**src/rtl/jpm_pkg.sv**
```systemverilog
// Shared types and defaults for the Johnson phase monitor.
// Optional build macro: JPM_BIDIR_EN (reverse-direction stepping).
package jpm_pkg;

  typedef enum logic [1:0] {
    IDLE  = 2'd0,
    TRACK = 2'd1,
    FAULT = 2'd2
  } jpm_state_e;

  function automatic int phase_w(input int w);
    return $clog2(2 * w);
  endfunction

  localparam int JPM_W  = 6;
  localparam int JPM_CW = 8;

endpackage

```
**src/rtl/johnson_decode.sv**
```systemverilog
// Combinational Johnson code decoder: W-bit word -> phase 0..2W-1 plus legal flag.
// Fill phases are k ones from the LSB; drain phases are the all-ones word shifted left by j.
module johnson_decode
  import jpm_pkg::*;
#(
  parameter int W = JPM_W
) (
  input  logic [W-1:0]          q,
  output logic [phase_w(W)-1:0] phase,
  output logic                  legal
);

  localparam int PW = phase_w(W);
  localparam logic [W-1:0] ONES = '1;

  always_comb begin
    phase = '0;
    legal = 1'b0;
    for (int k = 0; k <= W; k++) begin
      if (q == W'((1 << k) - 1)) begin
        phase = PW'(k);
        legal = 1'b1;
      end
    end
    for (int j = 1; j < W; j++) begin
      if (q == (ONES << j)) begin
        phase = PW'(W + j);
        legal = 1'b1;
      end
    end
  end

endmodule

```
**src/rtl/johnson_phase_monitor.sv**
```systemverilog
// Tracks an upstream Johnson counter: checks each step is the legal successor, flags
// illegal codes and skips, counts revolutions. Define JPM_BIDIR_EN to accept reverse steps.
module johnson_phase_monitor
  import jpm_pkg::*;
#(
  parameter int W  = JPM_W,
  parameter int CW = JPM_CW
) (
  input  logic                  clk,
  input  logic                  reset,
  input  logic [W-1:0]          q_in,
  input  logic                  ld_in,
  input  logic                  err_clr,
  output logic [phase_w(W)-1:0] phase,
  output logic                  phase_vld,
  output logic                  illegal,
  output logic                  step_err,
  output logic [CW-1:0]         err_cnt,
  output logic                  rev_tick,
  output logic [CW-1:0]         rev_count,
  output logic                  dir
);

  localparam int PW = phase_w(W);
  localparam logic [PW-1:0] LAST = PW'(2 * W - 1);
  localparam logic [CW-1:0] CMAX = '1;

  jpm_state_e    state_q, state_d;
  logic [PW-1:0] dec_phase, succ, pred, phase_d;
  logic          dec_legal, vld_d, ill_d, serr_d, tick_d, dir_d, err_inc;
  logic [CW-1:0] ecnt_d, rcnt_d;

  johnson_decode #(.W(W)) u_dec (
    .q     (q_in),
    .phase (dec_phase),
    .legal (dec_legal)
  );

  assign succ = (phase == LAST) ? '0 : phase + 1'b1;
  assign pred = (phase == '0) ? LAST : phase - 1'b1;

  always_comb begin
    state_d = state_q;
    phase_d = phase;
    vld_d   = 1'b0;
    ill_d   = illegal & ~err_clr;
    serr_d  = 1'b0;
    tick_d  = 1'b0;
`ifdef JPM_BIDIR_EN
    dir_d   = dir;
`else
    dir_d   = 1'b0;
`endif
    rcnt_d  = rev_count;
    err_inc = 1'b0;
    ecnt_d  = err_clr ? '0 : err_cnt;
    unique case (state_q)
      IDLE: begin
        if (!ld_in && dec_legal) begin
          state_d = TRACK;
          phase_d = dec_phase;
          vld_d   = 1'b1;
        end
      end
      TRACK: begin
        if (ld_in) begin
          state_d = IDLE;
        end else if (!dec_legal) begin
          state_d = FAULT;
          ill_d   = 1'b1;
        end else begin
          vld_d = 1'b1;
          if (dec_phase == phase) begin
            // stall: upstream held its value
          end else if (dec_phase == succ) begin
            phase_d = dec_phase;
            dir_d   = 1'b0;
            if (phase == LAST) begin
              tick_d = 1'b1;
              rcnt_d = rev_count + 1'b1;
            end
`ifdef JPM_BIDIR_EN
          end else if (dec_phase == pred) begin
            phase_d = dec_phase;
            dir_d   = 1'b1;
            if (phase == '0) begin
              tick_d = 1'b1;
              rcnt_d = rev_count - 1'b1;
            end
`endif
          end else begin
            serr_d  = 1'b1;
            err_inc = 1'b1;
            phase_d = dec_phase;
          end
        end
      end
      FAULT: begin
        if (err_clr) state_d = IDLE;
      end
      default: state_d = IDLE;
    endcase
    // a fresh error in the same cycle as err_clr survives the clear
    if (err_inc)
      ecnt_d = err_clr ? CW'(1) : ((err_cnt == CMAX) ? err_cnt : err_cnt + 1'b1);
  end

  always_ff @(posedge clk) begin
    if (!reset) begin
      state_q   <= IDLE;
      phase     <= '0;
      phase_vld <= 1'b0;
      illegal   <= 1'b0;
      step_err  <= 1'b0;
      err_cnt   <= '0;
      rev_tick  <= 1'b0;
      rev_count <= '0;
      dir       <= 1'b0;
    end else begin
      state_q   <= state_d;
      phase     <= phase_d;
      phase_vld <= vld_d;
      illegal   <= ill_d;
      step_err  <= serr_d;
      err_cnt   <= ecnt_d;
      rev_tick  <= tick_d;
      rev_count <= rcnt_d;
      dir       <= dir_d;
    end
  end

endmodule

```
**config.mk**
```make
export PLATFORM = sky130hd
export DESIGN_NAME = johnson_phase_monitor
export DESIGN_NICKNAME = d
export VERILOG_FILES = /design/src/rtl/jpm_pkg.sv /design/src/rtl/johnson_decode.sv /design/src/rtl/johnson_phase_monitor.sv
export SDC_FILE = /design/constraint.sdc
export NUM_CORES = 1
export LEC_CHECK = 0
export CORE_ASPECT_RATIO = 0.8
export CORE_UTILIZATION = 30
export CTS_CLUSTER_SIZE = 14
export DETAILED_ROUTE_END_ITERATION = 16
export HOLD_SLACK_MARGIN = 0.02
export SETUP_SLACK_MARGIN = 0.02
export SLEW_MARGIN = 0
export SYNTH_ARGS = -nofsm -noshare
export SYNTH_HDL_FRONTEND = slang
export SYNTH_SLANG_ARGS = --single-unit
```
**constraint.sdc**
```tcl
create_clock -name clk -period 4.1 [get_ports clk]
set_input_delay 1.025 -clock clk [delete_from_list [all_inputs] [get_ports clk]]
set_output_delay 1.025 -clock clk [all_outputs]
set_load 0.05 [all_outputs]
```
==> results.rst, run 1 <==
.. list-table::
   :header-rows: 1

   * - Metric
     - Value
   * - Max-cap violations
     - 0
   * - GRT Overall Usage
     - 13.74%
   * - Element type at the critical path start
     - primary input
   * - Data arrival, critical path
     - 3.95 ns
   * - Via count normalized by instance count
     - 5.272
   * - Setup WS pre-CTS
     - 0.06516 ns
   * - Max IR drop VDD
     - 0.1150 mV
   * - Skew-Pair Late Insertion Delay
     - 0.27 ns
   * - Internal reg-to-reg setup slack
     - 1.52 ns
   * - Hold buffers post-CTS
     - 0
   * - Status
     - finished clean
   * - Htree depth
     - 1
   * - Clock-pin slew on the worst setup and hold paths
     - 0.08 ns
   * - Netlist cell types
     - 57
   * - RD Place Congestion
     - 0.8112
   * - Proportion of synthesized chip area in sequential cells
     - 30.61%
   * - Overflow left after global routing
     - 0
   * - Critical Path End Type
     - flop
   * - Post-Synthesis Cells
     - 205
   * - Clock Sink Count
     - 26
   * - Global-route wire length before repair
     - 6713 um
   * - Core area
     - 5465 sq um
   * - Leak
     - 0.7366 nW
   * - DRC violation count after routing
     - 0
   * - Worst relative slew slack
     - 66.88%
   * - Antenna diodes
     - 0
   * - Ys async rst share
     - 0%
   * - Via count of the first global-routing pass
     - 1450
   * - Top FF cell, synth
     - sky130_fd_sc_hd__dfxtp_1
   * - Number of synthesized flops with an enable pin
     - 0
   * - Area leader, netlist
     - sky130_fd_sc_hd__dfxtp_1
   * - Worst Tran Pin Value
     - 0.4937 ns
   * - Setup Buffers After CTS
     - 0
   * - Post-detailed-placement half-perimeter wirelength
     - 2921 um
   * - Leading cell types by total area after synthesis
     - sky130_fd_sc_hd__dfxtp_1 31%, sky130_fd_sc_hd__a21oi_1 4.4%, sky130_fd_sc_hd__o31ai_1 4.4%
   * - Number of detailed-route iterations in the first pass
     - 4
   * - Starting utilization of the core area
     - 31.11%
   * - Pin count of the biggest net entering global routing
     - 18
   * - Total number of vias
     - 1650
   * - Worst clock skew
     - 0.004248 ns
   * - Clock buffers created by TritonCTS
     - 3
   * - Post-synthesis register bit count
     - 26
   * - Setup repair after global routing missed its margin
     - false
   * - Synthesis warning total
     - 0
   * - Worst hold path class
     - reg2reg
   * - Count of final setup violators
     - 0
   * - Antenna violations before repair
     - 0
   * - DRC violation total after the first TritonRoute iteration
     - 85
   * - Number of port buffers
     - 33
   * - Critical path peak fanout
     - 15
   * - Final worst-path setup slack
     - 0.3448 ns
   * - Fraction of layout instances using a drive strength above 1
     - 8.085%
   * - CP Data Required Time
     - 4.29 ns
   * - Hold path depth
     - 2
   * - Worst-case reg-to-reg path depth
     - 7
   * - P&R area growth vs syn
     - 26.20%
   * - Total negative setup slack
     - 0 ns
   * - Die height
     - 69.34 um
   * - Hold violation count in the final report
     - 0
   * - Maximum root-to-sink buffer count
     - 2
   * - Most common cell in the synthesized netlist
     - sky130_fd_sc_hd__dfxtp_1
   * - Highest achievable clock rate
     - 266.3 MHz
   * - Post-detailed-route wirelength per cell
     - 12.64 um
   * - Final wirelength
     - 3955 um
   * - Mapped cell area
     - 1700 sq um
   * - Nets
     - 250
   * - Count of final max-slew check failures
     - 0
   * - Fraction of synthesized cell area taken by the top area cell type
     - 30.61%
   * - CTS-repair resized insts
     - 0
   * - # rows
     - 24
   * - Top-Level Pins
     - 35
   * - Root buffer selected by CTS
     - sky130_fd_sc_hd__clkbuf_8
   * - Average size of a mapped cell
     - 8.295 sq um
   * - Time the final worst path needs with I/O delays and setup
     - 3.755 ns
   * - Period Utilization, post-route
     - 91.59%
   * - Post-synth net total
     - 218
   * - Final Power
     - 493.2 uW
   * - Die width
     - 86.17 um
   * - ANT nets after route
     - 0
   * - Area enclosed by the die boundary
     - 5975 sq um
   * - Worst Setup Path Type
     - in2reg
   * - Clock tree from TritonCTS
     - yes
   * - Pwr dens
     - 229.9 nW/um^2
   * - Fill cells
     - 573
   * - Top cells by instance count after synthesis
     - 26 x sky130_fd_sc_hd__dfxtp_1, 15 x sky130_fd_sc_hd__a21oi_1, 15 x sky130_fd_sc_hd__nor2_1, 11 x sky130_fd_sc_hd__nand2_1, 11 x sky130_fd_sc_hd__nand3_1
-- worst max-delay path, cell delays in order --
cell and delay [ns]:
sky130_fd_sc_hd__clkdlybuf4s50_1 0.63, sky130_fd_sc_hd__or2_2 0.45, sky130_fd_sc_hd__a21oi_4 0.23, sky130_fd_sc_hd__mux2i_1 0.22, sky130_fd_sc_hd__nand4_1 0.13, sky130_fd_sc_hd__or3_1 0.55, sky130_fd_sc_hd__or4_1 0.55, sky130_fd_sc_hd__a21oi_1 0.15
-- power breakdown --
group / switching [mW] / internal [mW]
Sequential: 0.00412 / 0.255
Clock: 0.0783 / 0.0659
Combinational: 0.0544 / 0.0354
Total: 0.137 / 0.356
-- final timing paths --
check / start / end
worst max register to register: phase[1] / rev_count[3]
worst max-delay path: q_in[3] / rev_count[3]
worst min-delay path: rev_count[7] / rev_count[7]
worst min register to register: rev_count[7] / rev_count[7]
-- layout make-up --
type | instances | area (sq um) | share of cell area [%]
Clock buffer | 3 | 41.29 | 1.924
Inverter | 9 | 33.78 | 1.574
Multi-Input combinational cell | 158 | 1077 | 50.20
Sequential cell | 26 | 520.5 | 24.26
Tap cell | 78 | 97.59 | 4.548
Timing Repair Buffer | 39 | 375.4 | 17.49
-- layer usage --
| layer | global-route usage [%] | share of wire [%] | vias up |
|---|---|---|---|
| met5 | 0 | 0 | - |
| met1 | 20.27 | 52 | 763 |
| met2 | 20.46 | 43 | 24 |
| met4 | 2.407 | 0.48 | 0 |
| met3 | 3.214 | 3.7 | 4 |
| li1 | - | - | 859 |
-- sequential cells by signal, indices dropped and copies added, names as in the netlist --
signal and flops:
illegal 1, err_cnt 8, rev_count 8, phase_vld 1
state_q 2, phase 4, step_err 1, rev_tick 1
-- logic make-up (layout without fill, tap and decap cells) --
logic type | count (synthesis) | count (layout) | share of synthesized area (%)
flip-flops | 26 | 26 | 30.61
adder cells (fa/ha/maj) | 3 | 3 | 2.208
AND/OR/NAND/NOR | 83 | 83 | 29.29
XOR/XNOR | 2 | 2 | 1.030
other | 1 | 1 | 0.2205
multiplexers | 4 | 4 | 2.355
buffers and inverters | 21 | 51 | 6.034
AO/OA/AOI/OAI | 65 | 65 | 28.26
-- cells in the final DEF, fill, tap and decap left out, types with 2 or more instances in the layout --
cell                              instances
sky130_fd_sc_hd__clkdlybuf4s50_1         33
sky130_fd_sc_hd__dfxtp_1                 26
sky130_fd_sc_hd__nor2_1                  15
sky130_fd_sc_hd__a21oi_1                 15
sky130_fd_sc_hd__nand3_1                 11
sky130_fd_sc_hd__nand2_1                 11
sky130_fd_sc_hd__o31ai_1                 10
sky130_fd_sc_hd__or4_1                    9
sky130_fd_sc_hd__inv_1                    8
sky130_fd_sc_hd__and3_1                   7
sky130_fd_sc_hd__o21ai_0                  7
sky130_fd_sc_hd__buf_4                    6
sky130_fd_sc_hd__and2_1                   5
sky130_fd_sc_hd__nor3_1                   5
sky130_fd_sc_hd__mux2i_1                  4
sky130_fd_sc_hd__a31oi_1                  4
sky130_fd_sc_hd__nand4_1                  4
sky130_fd_sc_hd__or3_1                    4
sky130_fd_sc_hd__ha_1                     3
sky130_fd_sc_hd__clkbuf_8                 3
sky130_fd_sc_hd__o2111ai_1                2
sky130_fd_sc_hd__a21o_1                   2
sky130_fd_sc_hd__a211oi_1                 2
sky130_fd_sc_hd__nand3b_1                 2
sky130_fd_sc_hd__o32ai_1                  2
sky130_fd_sc_hd__xnor2_1                  2
sky130_fd_sc_hd__o211a_1                  2
sky130_fd_sc_hd__o211ai_1                 2
sky130_fd_sc_hd__a311oi_1                 2
-- stage by stage --
stage | util, % | area, sq um | hold WS (ns) | cells
6_report | 39.26 | 2146 | 0.4898 | 313
5_1_grt | 39.26 | 2146 | 0.5214 | 313
4_1_cts | 39.26 | 2146 | 0.4938 | 313
3_5_place_dp | 38.51 | 2105 | 0.4771 | 310
3_3_place_gp | 38.51 | 2105 | 0.4767 | 310
2_1_floorplan | - | 1700 | 0.4549 | 205
Note: power is estimated with default switching activity, not from simulation.
==> inputs of run 2 (changes only) <==
--- a/config.mk
+++ b/config.mk
@@ -5,13 +5,16 @@
 export SDC_FILE = /design/constraint.sdc
 export NUM_CORES = 1
 export LEC_CHECK = 0
+export ABC_CLOCK_PERIOD_IN_PS = 4100
 export CORE_ASPECT_RATIO = 0.8
-export CORE_UTILIZATION = 30
+export CORE_UTILIZATION = 49
 export CTS_CLUSTER_SIZE = 14
 export DETAILED_ROUTE_END_ITERATION = 16
 export HOLD_SLACK_MARGIN = 0.02
+export PLACE_DENSITY = 0.79
 export SETUP_SLACK_MARGIN = 0.02
 export SLEW_MARGIN = 0
 export SYNTH_ARGS = -nofsm -noshare
 export SYNTH_HDL_FRONTEND = slang
+export SYNTH_HIERARCHICAL = 1
 export SYNTH_SLANG_ARGS = --single-unit
==> results.rst, run 2 <==
.. list-table::
   :header-rows: 1

   * - Metric
     - Value
   * - Setup WS pre-CTS
     - 0.2406 ns (was 0.06516 ns)
   * - Status
     - finished clean (unchanged)
   * - Max-cap violations
     - 0 (unchanged)
   * - Critical Path End Type
     - flop (unchanged)
   * - Period Utilization, post-route
     - 88.73% (was 91.59%)
   * - Number of synthesized flops with an enable pin
     - 0 (unchanged)
   * - Fraction of synthesized cell area taken by the top area cell type
     - 35.19% (was 30.61%)
   * - Global-route wire length before repair
     - 5878 um (was 6713 um)
   * - Leak
     - 0.6738 nW (was 0.7366 nW)
   * - Top-Level Pins
     - 35 (unchanged)
   * - Htree depth
     - 1 (unchanged)
   * - Final wirelength
     - 3478 um (was 3955 um)
   * - Hold path depth
     - 1 (was 2)
   * - Worst Tran Pin Value
     - 0.6185 ns (was 0.4937 ns)
   * - Fill cells
     - 245 (was 573)
   * - Overflow left after global routing
     - 0 (unchanged)
   * - Via count normalized by instance count
     - 5.846 (was 5.272)
   * - Setup Buffers After CTS
     - 0 (unchanged)
   * - Clock-pin slew on the worst setup and hold paths
     - 0.09 ns (was 0.08 ns)
   * - Worst clock skew
     - 0.001593 ns (was 0.004248 ns)
   * - Highest achievable clock rate
     - 274.9 MHz (was 266.3 MHz)
   * - GRT Overall Usage
     - 22.91% (was 13.74%)
   * - P&R area growth vs syn
     - 28.43% (was 26.20%)
   * - RD Place Congestion
     - 0.8219 (was 0.8112)
   * - CTS-repair resized insts
     - 0 (unchanged)
   * - Ys async rst share
     - 0% (unchanged)
   * - Average size of a mapped cell
     - 8.451 sq um (was 8.295 sq um)
   * - Pin count of the biggest net entering global routing
     - 21 (was 18)
   * - Pwr dens
     - 248.4 nW/um^2 (was 229.9 nW/um^2)
   * - Top FF cell, synth
     - sky130_fd_sc_hd__dfxtp_1 (unchanged)
   * - Number of detailed-route iterations in the first pass
     - 5 (was 4)
   * - Highest-utilization routing layer at the global route stage
     - met2 (unchanged)
   * - Most common cell after layout, fill and taps aside
     - sky130_fd_sc_hd__clkdlybuf4s50_1 (unchanged)
   * - Antenna diodes
     - 0 (unchanged)
   * - Met1 capacity usage during global routing
     - 28.98% (was 20.27%)
   * - CP Data Required Time
     - 4.29 ns (about the same)
   * - Registers with the highest flip-flop counts
     - err_cnt (8), rev_count (8), phase (4) (unchanged)
   * - Area leader, netlist
     - sky130_fd_sc_hd__dfxtp_1 (unchanged)
   * - Maximum root-to-sink buffer count
     - 2 (unchanged)
   * - Max IR drop VDD
     - 0.2062 mV (was 0.1150 mV)
   * - Root buffer selected by CTS
     - sky130_fd_sc_hd__clkbuf_8 (unchanged)
   * - Setup repair after global routing missed its margin
     - false (unchanged)
   * - Final instance area
     - 1899 sq um (was 2146 sq um)
   * - Post-synthesis register bit count
     - 26 (unchanged)
   * - Synthesis warning total
     - 6 (was 0)
   * - Netlist cell types
     - 52 (was 57)
   * - Top cells by instance count after synthesis
     - 26 x sky130_fd_sc_hd__dfxtp_1, 19 x sky130_fd_sc_hd__nor2_1, 12 x sky130_fd_sc_hd__a21oi_1, 10 x sky130_fd_sc_hd__nand2_1, 10 x sky130_fd_sc_hd__nand3_1 (was 26 x sky130_fd_sc_hd__dfxtp_1, 15 x sky130_fd_sc_hd__a21oi_1, 15 x sky130_fd_sc_hd__nor2_1, 11 x sky130_fd_sc_hd__nand2_1, 11 x sky130_fd_sc_hd__nand3_1)
   * - Final worst-path setup slack
     - 0.4621 ns (was 0.3448 ns)
   * - Min-Delay Endpoint
     - err_cnt[6] (was rev_count[7])
   * - Area enclosed by the die boundary
     - 3243 sq um (was 5975 sq um)
   * - Count of final max-slew check failures
     - 0 (unchanged)
   * - Die width
     - 63.42 um (was 86.17 um)
   * - Die height
     - 51.14 um (was 69.34 um)
   * - Clock Sink Count
     - 26 (unchanged)
   * - Worst Setup Path Type
     - in2reg (unchanged)
   * - Internal reg-to-reg setup slack
     - 1.49 ns (was 1.52 ns)
   * - Core area
     - 2808 sq um (was 5465 sq um)
   * - Leading cell types by total area after synthesis
     - sky130_fd_sc_hd__dfxtp_1 35%, sky130_fd_sc_hd__nor2_1 4.8%, sky130_fd_sc_hd__xnor2_1 4.7% (was sky130_fd_sc_hd__dfxtp_1 31%, sky130_fd_sc_hd__a21oi_1 4.4%, sky130_fd_sc_hd__o31ai_1 4.4%)
   * - # rows
     - 17 (was 24)
   * - Post-synth net total
     - 188 (was 218)
   * - Capture point of the worst reg-to-reg path
     - rev_count[5] (was rev_count[3])
   * - Element type at the critical path start
     - primary input (unchanged)
   * - Number of port buffers
     - 33 (unchanged)
   * - Most frequent cells in the layout
     - 33 x sky130_fd_sc_hd__clkdlybuf4s50_1, 26 x sky130_fd_sc_hd__dfxtp_1, 19 x sky130_fd_sc_hd__nor2_1 (was 33 x sky130_fd_sc_hd__clkdlybuf4s50_1, 26 x sky130_fd_sc_hd__dfxtp_1, 15 x sky130_fd_sc_hd__nor2_1, 15 x sky130_fd_sc_hd__a21oi_1)
   * - Post-detailed-placement half-perimeter wirelength
     - 2589 um (was 2921 um)
   * - Total negative setup slack
     - 0 ns (unchanged)
   * - Reg2reg start
     - phase[0] (was phase[1])
   * - Critical path peak fanout
     - 8 (was 15)
   * - Worst-case reg-to-reg path depth
     - 7 (unchanged)
   * - Hold buffers post-CTS
     - 0 (unchanged)
   * - DRC violation total after the first TritonRoute iteration
     - 174 (was 85)
   * - Post-Synthesis Cells
     - 175 (was 205)
   * - Nets
     - 222 (was 250)
   * - Clock buffers created by TritonCTS
     - 3 (unchanged)
   * - Fraction of layout instances using a drive strength above 1
     - 8.173% (was 8.085%)
   * - Hold violation count in the final report
     - 0 (unchanged)
   * - Data arrival, critical path
     - 3.83 ns (was 3.95 ns)
   * - Proportion of synthesized chip area in sequential cells
     - 35.19% (was 30.61%)
   * - Clock tree from TritonCTS
     - yes (unchanged)
   * - Total number of vias
     - 1438 (was 1650)
   * - Antenna violations before repair
     - 0 (unchanged)
   * - Via count of the first global-routing pass
     - 1304 (was 1450)
   * - Placed inst area
     - 1844 sq um (was 2105 sq um)
   * - Count of final setup violators
     - 0 (unchanged)
   * - Starting utilization of the core area
     - 52.67% (was 31.11%)
   * - Met2 track utilization from global routing
     - 40.60% (was 20.46%)
   * - Met3 layer usage reported by global route
     - 4.018% (was 3.214%)
   * - Skew-Pair Late Insertion Delay
     - 0.27 ns (about the same)
   * - Worst hold path class
     - reg2reg (unchanged)
   * - DRC violation count after routing
     - 0 (unchanged)
   * - Worst relative slew slack
     - 58.72% (was 66.88%)
   * - Time the final worst path needs with I/O delays and setup
     - 3.638 ns (was 3.755 ns)
   * - Hold path startpoint
     - err_cnt[6] (was rev_count[7])
   * - Most common cell in the synthesized netlist
     - sky130_fd_sc_hd__dfxtp_1 (unchanged)
   * - Final Util
     - 67.65% (was 39.26%)
   * - Post-detailed-route wirelength per cell
     - 14.14 um (was 12.64 um)
   * - ANT nets after route
     - 0 (unchanged)
   * - Mapped cell area
     - 1479 sq um (was 1700 sq um)
run 2: changes by cell type after synthesis, moves of 4 or more:
cell,previous run,this run
sky130_fd_sc_hd__and2_1,5,0
sky130_fd_sc_hd__nand2b_1,0,4
sky130_fd_sc_hd__nor2_1,15,19
sky130_fd_sc_hd__nor4_1,0,4
sky130_fd_sc_hd__o21ai_0,7,2
sky130_fd_sc_hd__or4_1,9,5
sky130_fd_sc_hd__xnor2_1,2,8
run 2: worst max-delay path by stage:
| stage | start | cells after the start | endpoint |
|---|---|---|---|
| 2_1_floorplan | q_in[2] | 9 | rev_count[3] |
| 3_3_place_gp | q_in[1] | 9 | rev_count[7] |
| 3_5_place_dp | q_in[4] | 9 | rev_count[7] |
| 4_1_cts | q_in[1] | 9 | rev_count[5] |
| 5_1_grt | q_in[4] | 9 | rev_count[5] |
| 6_report | q_in[1] | 9 | rev_count[5] |
run 2: logic make-up after synthesis:
group / share of synthesized area [%]
buffers and inverters: 3.638
and+or+nand+nor: 29.27
muxes: 3.384
DFF: 35.19
other: 0.2536
adders and majority gates: 2.538
AOI/OAI and AO/OA: 20.39
xor gates and xnor gates: 5.330
run 2: metrics by stage:
stage / hold slack (ns) / cells / power [mW]
global route: 0.5335 / 246 / 0.4891
CTS: 0.5054 / 246 / 0.4763
floorplan: 0.5092 / 175 / 0.2932
global placement: 0.4700 / 242 / 0.3112
detailed placement: 0.4924 / 242 / 0.3131
finish: 0.5034 / 246 / 0.4718
run 2: metal layers:
layer / vias up / share of wire (%)
met5: - / 0
met4: 0 / 0.86
met3: 4 / 4.4
met2: 44 / 47
met1: 674 / 48
li1: 716 / -
run 2: cell type report:
cell class / count / area (sq um) / share of cell area, %
multi-input combinational: 136 / 904.6 / 47.63
sequential: 26 / 520.5 / 27.40
timing repair buffer: 35 / 345.3 / 18.18
clock buffer: 4 / 55.05 / 2.899
tap: 38 / 47.55 / 2.503
inverter: 7 / 26.28 / 1.383
run 2: power by group:
part | total (mW) | switching (mW) | internal (mW) | leakage, nW
sequential | 0.255 | 0.00143 | 0.254 | 0.210
combinational | 0.0527 | 0.0312 | 0.0215 | 0.435
clock | 0.164 | 0.0779 | 0.0858 | 0.0288
run 2: critical path, stage by stage:
cell                              delay (ns)
sky130_fd_sc_hd__clkdlybuf4s50_1        0.54
sky130_fd_sc_hd__nor4_1                 0.41
sky130_fd_sc_hd__nand2b_1               0.16
sky130_fd_sc_hd__a22o_1                 0.22
sky130_fd_sc_hd__xnor2_1                0.16
sky130_fd_sc_hd__o2111ai_2              0.23
sky130_fd_sc_hd__or3_4                  0.40
sky130_fd_sc_hd__or4_1                  0.50
sky130_fd_sc_hd__a21oi_1                0.18
==> inputs of run 3 (changes only) <==
--- a/config.mk
+++ b/config.mk
@@ -10,6 +10,7 @@
 export CORE_UTILIZATION = 49
 export CTS_CLUSTER_SIZE = 14
 export DETAILED_ROUTE_END_ITERATION = 16
+export GPL_ROUTABILITY_DRIVEN = 0
 export HOLD_SLACK_MARGIN = 0.02
 export PLACE_DENSITY = 0.79
 export SETUP_SLACK_MARGIN = 0.02
==> results of run 3 <==
The final DEF is identical to that of run 2; final timing and power are the same.
